### config.mk
export PLATFORM = sky130hd
export DESIGN_NAME = ureg_responder
export DESIGN_NICKNAME = d
export VERILOG_FILES = /design/src/rtl/ureg_responder_pkg.sv /design/src/rtl/ureg_cmd_fifo.sv /design/src/rtl/ureg_responder.sv
export SDC_FILE = /design/constraint.sdc
export NUM_CORES = 2
export LEC_CHECK = 0
export ABC_AREA = 1
export BUFFER_PORTS_ARGS = -buffer_cell sky130_fd_sc_hd__buf_2
export CAP_MARGIN = 30
export CORE_ASPECT_RATIO = 0.75
export CORE_MARGIN = 2
export CORE_UTILIZATION = 60
export CTS_BUF_LIST = sky130_fd_sc_hd__clkbuf_16
export DETAILED_ROUTE_END_ITERATION = 8
export PLACE_DENSITY = 0.77
export SYNTH_ARGS = -nofsm -noshare
export SYNTH_HDL_FRONTEND = slang
export SYNTH_HIERARCHICAL = 1
export SYNTH_SLANG_ARGS = --single-unit
export TNS_END_PERCENT = 1
### constraint.sdc
create_clock -name i_clk -period 6.4 [get_ports i_clk]
set_input_delay 0.96 -clock i_clk [delete_from_list [all_inputs] [get_ports i_clk]]
set_output_delay 0.96 -clock i_clk [all_outputs]
set_load 0.01 [all_outputs]
### src/rtl/ureg_responder_pkg.sv
// Shared constants for the user-register responder: address map and
// STATUS / CTRL bit positions.
package ureg_responder_pkg;
  localparam logic [7:0] ADDR_CMD_PUSH = 8'h20;
  localparam logic [7:0] ADDR_STATUS   = 8'h21;
  localparam logic [7:0] ADDR_CYCLE    = 8'h22;
  localparam logic [7:0] ADDR_CTRL     = 8'h23;
  localparam logic [7:0] ADDR_OVF      = 8'h24;

  localparam int ST_EMPTY   = 8;
  localparam int ST_FULL    = 9;
  localparam int CTRL_EN    = 0;
  localparam int CTRL_FLUSH = 1;
endpackage

### src/rtl/ureg_cmd_fifo.sv
// First-word-fall-through command FIFO with flush, registered full flag and
// an overflow pulse for pushes dropped while full.
module ureg_cmd_fifo #(
  parameter int DEPTH  = 16,
  parameter int DATA_W = 32,
  localparam int PW = $clog2(DEPTH),
  localparam int CW = PW + 1
) (
  input  logic              clk,
  input  logic              rst_n,
  input  logic              push,
  input  logic [DATA_W-1:0] push_data,
  input  logic              ready,
  input  logic              flush,
  output logic              valid,
  output logic [DATA_W-1:0] head,
  output logic [CW-1:0]     count,
  output logic              full,
  output logic              overflow
);
  logic [DATA_W-1:0] mem [DEPTH];
  logic [PW-1:0]     wptr, rptr;
  logic [CW-1:0]     cnt_nxt;
  logic              pop, push_ok;

  assign valid    = (count != '0);
  assign head     = valid ? mem[rptr] : '0;
  // A flush discards any pop offered in the same cycle.
  assign pop      = valid & ready & ~flush;
  assign push_ok  = push & ~flush & (~full | pop);
  assign overflow = push & full & ~pop;

  always_comb begin
    cnt_nxt = count;
    if (push_ok && !pop)      cnt_nxt = count + 1'b1;
    else if (pop && !push_ok) cnt_nxt = count - 1'b1;
  end

  always_ff @(posedge clk or negedge rst_n) begin
    if (!rst_n) begin
      wptr  <= '0;
      rptr  <= '0;
      count <= '0;
      full  <= 1'b0;
    end else if (flush) begin
      wptr  <= '0;
      rptr  <= '0;
      count <= '0;
      full  <= 1'b0;
    end else begin
      if (push_ok) wptr <= wptr + 1'b1;
      if (pop)     rptr <= rptr + 1'b1;
      count <= cnt_nxt;
      full  <= (cnt_nxt == CW'(DEPTH));
    end
  end

  always_ff @(posedge clk) begin
    if (push_ok) mem[wptr] <= push_data;
  end
endmodule

### src/rtl/ureg_responder.sv
// Target side of the CPU ureg port: GPR bank, cycle counter, control and
// overflow registers, and a command FIFO drained by a downstream sequencer.
module ureg_responder
  import ureg_responder_pkg::*;
#(
  parameter int NUM_GPR    = 32,
  parameter int FIFO_DEPTH = 16,
  parameter int DATA_W     = 32,
  parameter int ADDR_W     = 8
) (
  input  logic              i_clk,
  input  logic              i_rst,
  input  logic [ADDR_W-1:0] i_ureg_waddr,
  input  logic [DATA_W-1:0] i_ureg_wdata,
  input  logic              i_ureg_we,
  input  logic [ADDR_W-1:0] i_ureg_raddr,
  output logic [DATA_W-1:0] o_ureg_rdata,
  output logic              o_cmd_valid,
  output logic [DATA_W-1:0] o_cmd_data,
  input  logic              i_cmd_ready,
  output logic              o_fifo_full
);
  localparam int CW = $clog2(FIFO_DEPTH) + 1;

  logic [NUM_GPR-1:0][DATA_W-1:0] gpr;
  logic [DATA_W-1:0] cycle, ovf, rd_val;
  logic              ctrl_en, wr_push, wr_ctrl, wr_ovf, flush, overflow;
  logic [CW-1:0]     fifo_count;

  assign wr_push = i_ureg_we && (i_ureg_waddr == ADDR_W'(ADDR_CMD_PUSH));
  assign wr_ctrl = i_ureg_we && (i_ureg_waddr == ADDR_W'(ADDR_CTRL));
  assign wr_ovf  = i_ureg_we && (i_ureg_waddr == ADDR_W'(ADDR_OVF));
  assign flush   = wr_ctrl && i_ureg_wdata[CTRL_FLUSH];

  ureg_cmd_fifo #(.DEPTH(FIFO_DEPTH), .DATA_W(DATA_W)) u_fifo (
    .clk      (i_clk),
    .rst_n    (i_rst),
    .push     (wr_push),
    .push_data(i_ureg_wdata),
    .ready    (i_cmd_ready),
    .flush    (flush),
    .valid    (o_cmd_valid),
    .head     (o_cmd_data),
    .count    (fifo_count),
    .full     (o_fifo_full),
    .overflow (overflow)
  );

  for (genvar g = 0; g < NUM_GPR; g++) begin : g_gpr
    always_ff @(posedge i_clk or negedge i_rst) begin
      if (!i_rst)                                           gpr[g] <= '0;
      else if (i_ureg_we && i_ureg_waddr == ADDR_W'(g))     gpr[g] <= i_ureg_wdata;
    end
  end

  always_ff @(posedge i_clk or negedge i_rst) begin
    if (!i_rst) begin
      ctrl_en <= 1'b0;
      cycle   <= '0;
      ovf     <= '0;
    end else begin
      if (wr_ctrl) ctrl_en <= i_ureg_wdata[CTRL_EN];
      if (ctrl_en) cycle <= cycle + 1'b1;
      // CPU clear beats a concurrent overflow; count saturates.
      if (wr_ovf)                      ovf <= '0;
      else if (overflow && ovf != '1)  ovf <= ovf + 1'b1;
    end
  end

  always_comb begin
    rd_val = '0;
    for (int g = 0; g < NUM_GPR; g++)
      if (i_ureg_raddr == ADDR_W'(g)) rd_val = gpr[g];
    if (i_ureg_raddr == ADDR_W'(ADDR_STATUS)) begin
      rd_val[7:0]      = 8'(fifo_count);
      rd_val[ST_EMPTY] = ~o_cmd_valid;
      rd_val[ST_FULL]  = o_fifo_full;
    end
    if (i_ureg_raddr == ADDR_W'(ADDR_CYCLE)) rd_val = cycle;
    if (i_ureg_raddr == ADDR_W'(ADDR_CTRL))  rd_val[CTRL_EN] = ctrl_en;
    if (i_ureg_raddr == ADDR_W'(ADDR_OVF))   rd_val = ovf;
  end

  always_ff @(posedge i_clk or negedge i_rst) begin
    if (!i_rst) o_ureg_rdata <= '0;
    else        o_ureg_rdata <= rd_val;
  end
endmodule

==> results.json <==
{
  "status": "complete, no violations",
  "maxSlewViolCount": 0,
  "dr.pass1.iters": 7,
  "overflow": 0,
  "area_growth_pct": 10.4,
  "fin_crit_ns": 4.78,
  "gp_congestion": 0.961,
  "drive_gt1_frac": 0.0869,
  "clock_skew_ns": 0.0268,
  "drc": 0,
  "cp-start-kind": "flop",
  "path_cells": "clkinv_2 > buf_4 > o21ai_0 > o221ai_1 > o211ai_1 > a21oi_1 > buf_2",
  "ys_seq_area_frac": 0.625,
  "ys.warnings.count": 6,
  "grtUsageTotal": 0.348,
  "ctsResizeCount": 0,
  "final_cell_mix": "1,907 x nand2_1, 1,150 x o21ai_0, 1,132 x dfrtp_1, 760 x nor2_1, 512 x edfxtp_1",
  "critPathMaxStageDelay_ns": 0.73,
  "hold_viol": 0,
  "layout.nets": 7498,
  "async_reset_ff_frac": 0.689,
  "synthCells": 7519,
  "io_pins": 118,
  "cp_top_family": "buffers and inverters",
  "r2r_slack_ns": 3.06,
  "max-slew-margin-rel": 0.262,
  "die_area_um2": 119000,
  "cts_buffers": 151,
  "wl_per_cell_um": 22.5,
  "r2r-start": "u_fifo/count[0]",
  "p_per_area_nw_per_um2": 307,
  "cts.reportedPaths.clkPinSlew_ns": 0.07,
  "rows": 108,
  "ir_drop_mv": 0.287,
  "antenna_found_initial": 5,
  "syn-num-nets": 7581,
  "rsz0062_at_grt": "false",
  "yosysUniqueCellTypes": 54,
  "routed_wl_um": 205000,
  "setup_violations": 0,
  "cap_violations": 0,
  "reg2reg_to": "ovf[29]",
  "crit_type": "flop to primary output",
  "critical_path_required_ns": 5.44,
  "arrival_ns": 3.82,
  "hpwl_um": 129000,
  "clock-sinks": 1647,
  "ys_ff_latch": 1647,
  "min_period_over_period": 0.747,
  "leakagePower_nw": 32.9,
  "io_buffers": 117,
  "setup_tns_ns": 0,
  "coreArea_um2": 116000,
  "hp-class": "input port to asynchronous set/reset pin",
  "layout.cells.non_filler": 9105,
  "clk_path_buf_depth": 3,
  "synthesis.area_um2": 70000,
  "grt_pass1_wl_um": 316000,
  "place_inst": 8821,
  "root_buffer": "clkbuf_16",
  "ant_nets": 0,
  "synth_edf_count": 512,
  "synth-main-ff-cell": "dfrtp_1",
  "initial_core_util": 0.605,
  "whs_ns": 0.239,
  "fin_util": 0.668,
  "syn_avg_cell_area_um2": 9.31,
  "clock_latency_ns": 0.80,
  "slowest_stage": "dfrtp_4",
  "cp_max_fo": 50,
  "grt_pass1_vias": 52594,
  "fmax_mhz": 209,
  "cts_hold_buf": 0,
  "layout_commonest_cell": "nand2_1",
  "vias": 55669,
  "grt_max_degree": 243,
  "drt_iter0_drc": 7757,
  "crit_end": "o_cmd_data[13]",
  "fp.dieW_um": 398,
  "reg2reg_depth": 24,
  "postCtsSetupRepairBufs": 0,
  "cp-end-kind": "primary output",
  "tightestPinTransition_ns": 1.11,
  "routed_via_density": 6.11,
  "worst-path-stages": 7,
  "cts_tree": "yes",
  "die_h_um": 300,
  "critPathBufInv": 3,
  "startpoint": "u_fifo/rptr[1]",
  "htreeDepth": 4
}
==> worst min-delay path by stage <==
stage | depth (start not counted) | to | slack (ns)
after detailed placement | 2 | gpr[335] | 0.47
final | 1 | gpr[587] | 0.24
after floorplan | 1 | cycle[31] | 0.44
after global placement | 2 | gpr[297] | 0.46
after CTS | 1 | gpr[619] | 0.27
after global routing | 1 | gpr[619] | 0.31
==> area by class of cell <==
class | instances | area (um2)
diodes | 5 | 12.5
clock buffers | 151 | 3780
clock inverters | 126 | 975
fillers | 8779 | 38400
inverters | 443 | 1670
multi-input cells | 4931 | 22800
flip-flops and latches | 1647 | 43800
well taps | 1540 | 1930
repair buffers | 262 | 2300
==> cells by family after synthesis <==
group	share of synthesized area
compound gates	0.127
flops	0.625
fa+ha+maj	0.00179
xor+xnor	0.00363
buf+inv	0.0526
simple gates	0.190
==> power by group <==
part,switching [W],internal [W]
Clock,0.00409,0.00467
Combinational,0.00236,0.00102
Sequential,0.000353,0.0113
Total,0.00680,0.0170
==> flip-flops by register name, indices dropped and copies added (netlist names) <==
signal and count:
u_fifo/count 5, u_fifo/wptr 4, o_ureg_rdata 32, u_fifo/full 1, u_fifo/mem 512, ctrl_en 1, gpr 1024, u_fifo/rptr 4
cycle 32, ovf 32
==> metrics by stage <==
stage,setup WS (ns),total power (W),area (um2)
detailed placement,1.55,0.0151,72500
global route,1.57,0.0245,77300
global placement,1.62,0.0150,71800
floorplan,2.46,0.0137,70000
CTS,1.68,0.0237,77200
finish,1.62,0.0238,77300
==> cell usage after synthesis (all sizes together) (3+ instances only) <==
| library cell | instances | area share |
|---|---|---|
| o22ai | 43 | 0.0038 |
| xor2 | 22 | 0.0028 |
| o2111ai | 5 | 0.00063 |
| o21ai | 1213 | 0.087 |
| o31ai | 3 | 0.00032 |
| o221a | 3 | 0.00048 |
| o211ai | 43 | 0.0046 |
| nand3 | 121 | 0.0088 |
| dfrtp | 1135 | 0.41 |
| o221ai | 85 | 0.011 |
| a22oi | 3 | 0.00032 |
| or2 | 83 | 0.0074 |
| nor4 | 5 | 0.00054 |
| inv | 438 | 0.024 |
| clkbuf | 434 | 0.024 |
| buf | 64 | 0.0052 |
| clkinv | 5 | 0.00029 |
| nor3 | 43 | 0.0035 |
| edfxtp | 512 | 0.22 |
| a21oi | 253 | 0.018 |
| nor2 | 811 | 0.045 |
| ha | 10 | 0.0018 |
| a211oi | 4 | 0.00043 |
| nand2 | 1940 | 0.10 |
| xnor2 | 7 | 0.00088 |
| o21a | 4 | 0.00043 |
| nand4 | 223 | 0.020 |
==> routing by layer <==
layer | vias to the layer above | part of all wire | GRT usage
li1 | 24846 | - | -
met1 | 27146 | 0.41 | 0.523
met2 | 3281 | 0.44 | 0.501
met3 | 394 | 0.13 | 0.0789
met4 | 2 | 0.033 | 0.121
met5 | - | 0.00073 | 0
(Power assumes the default switching activity.)
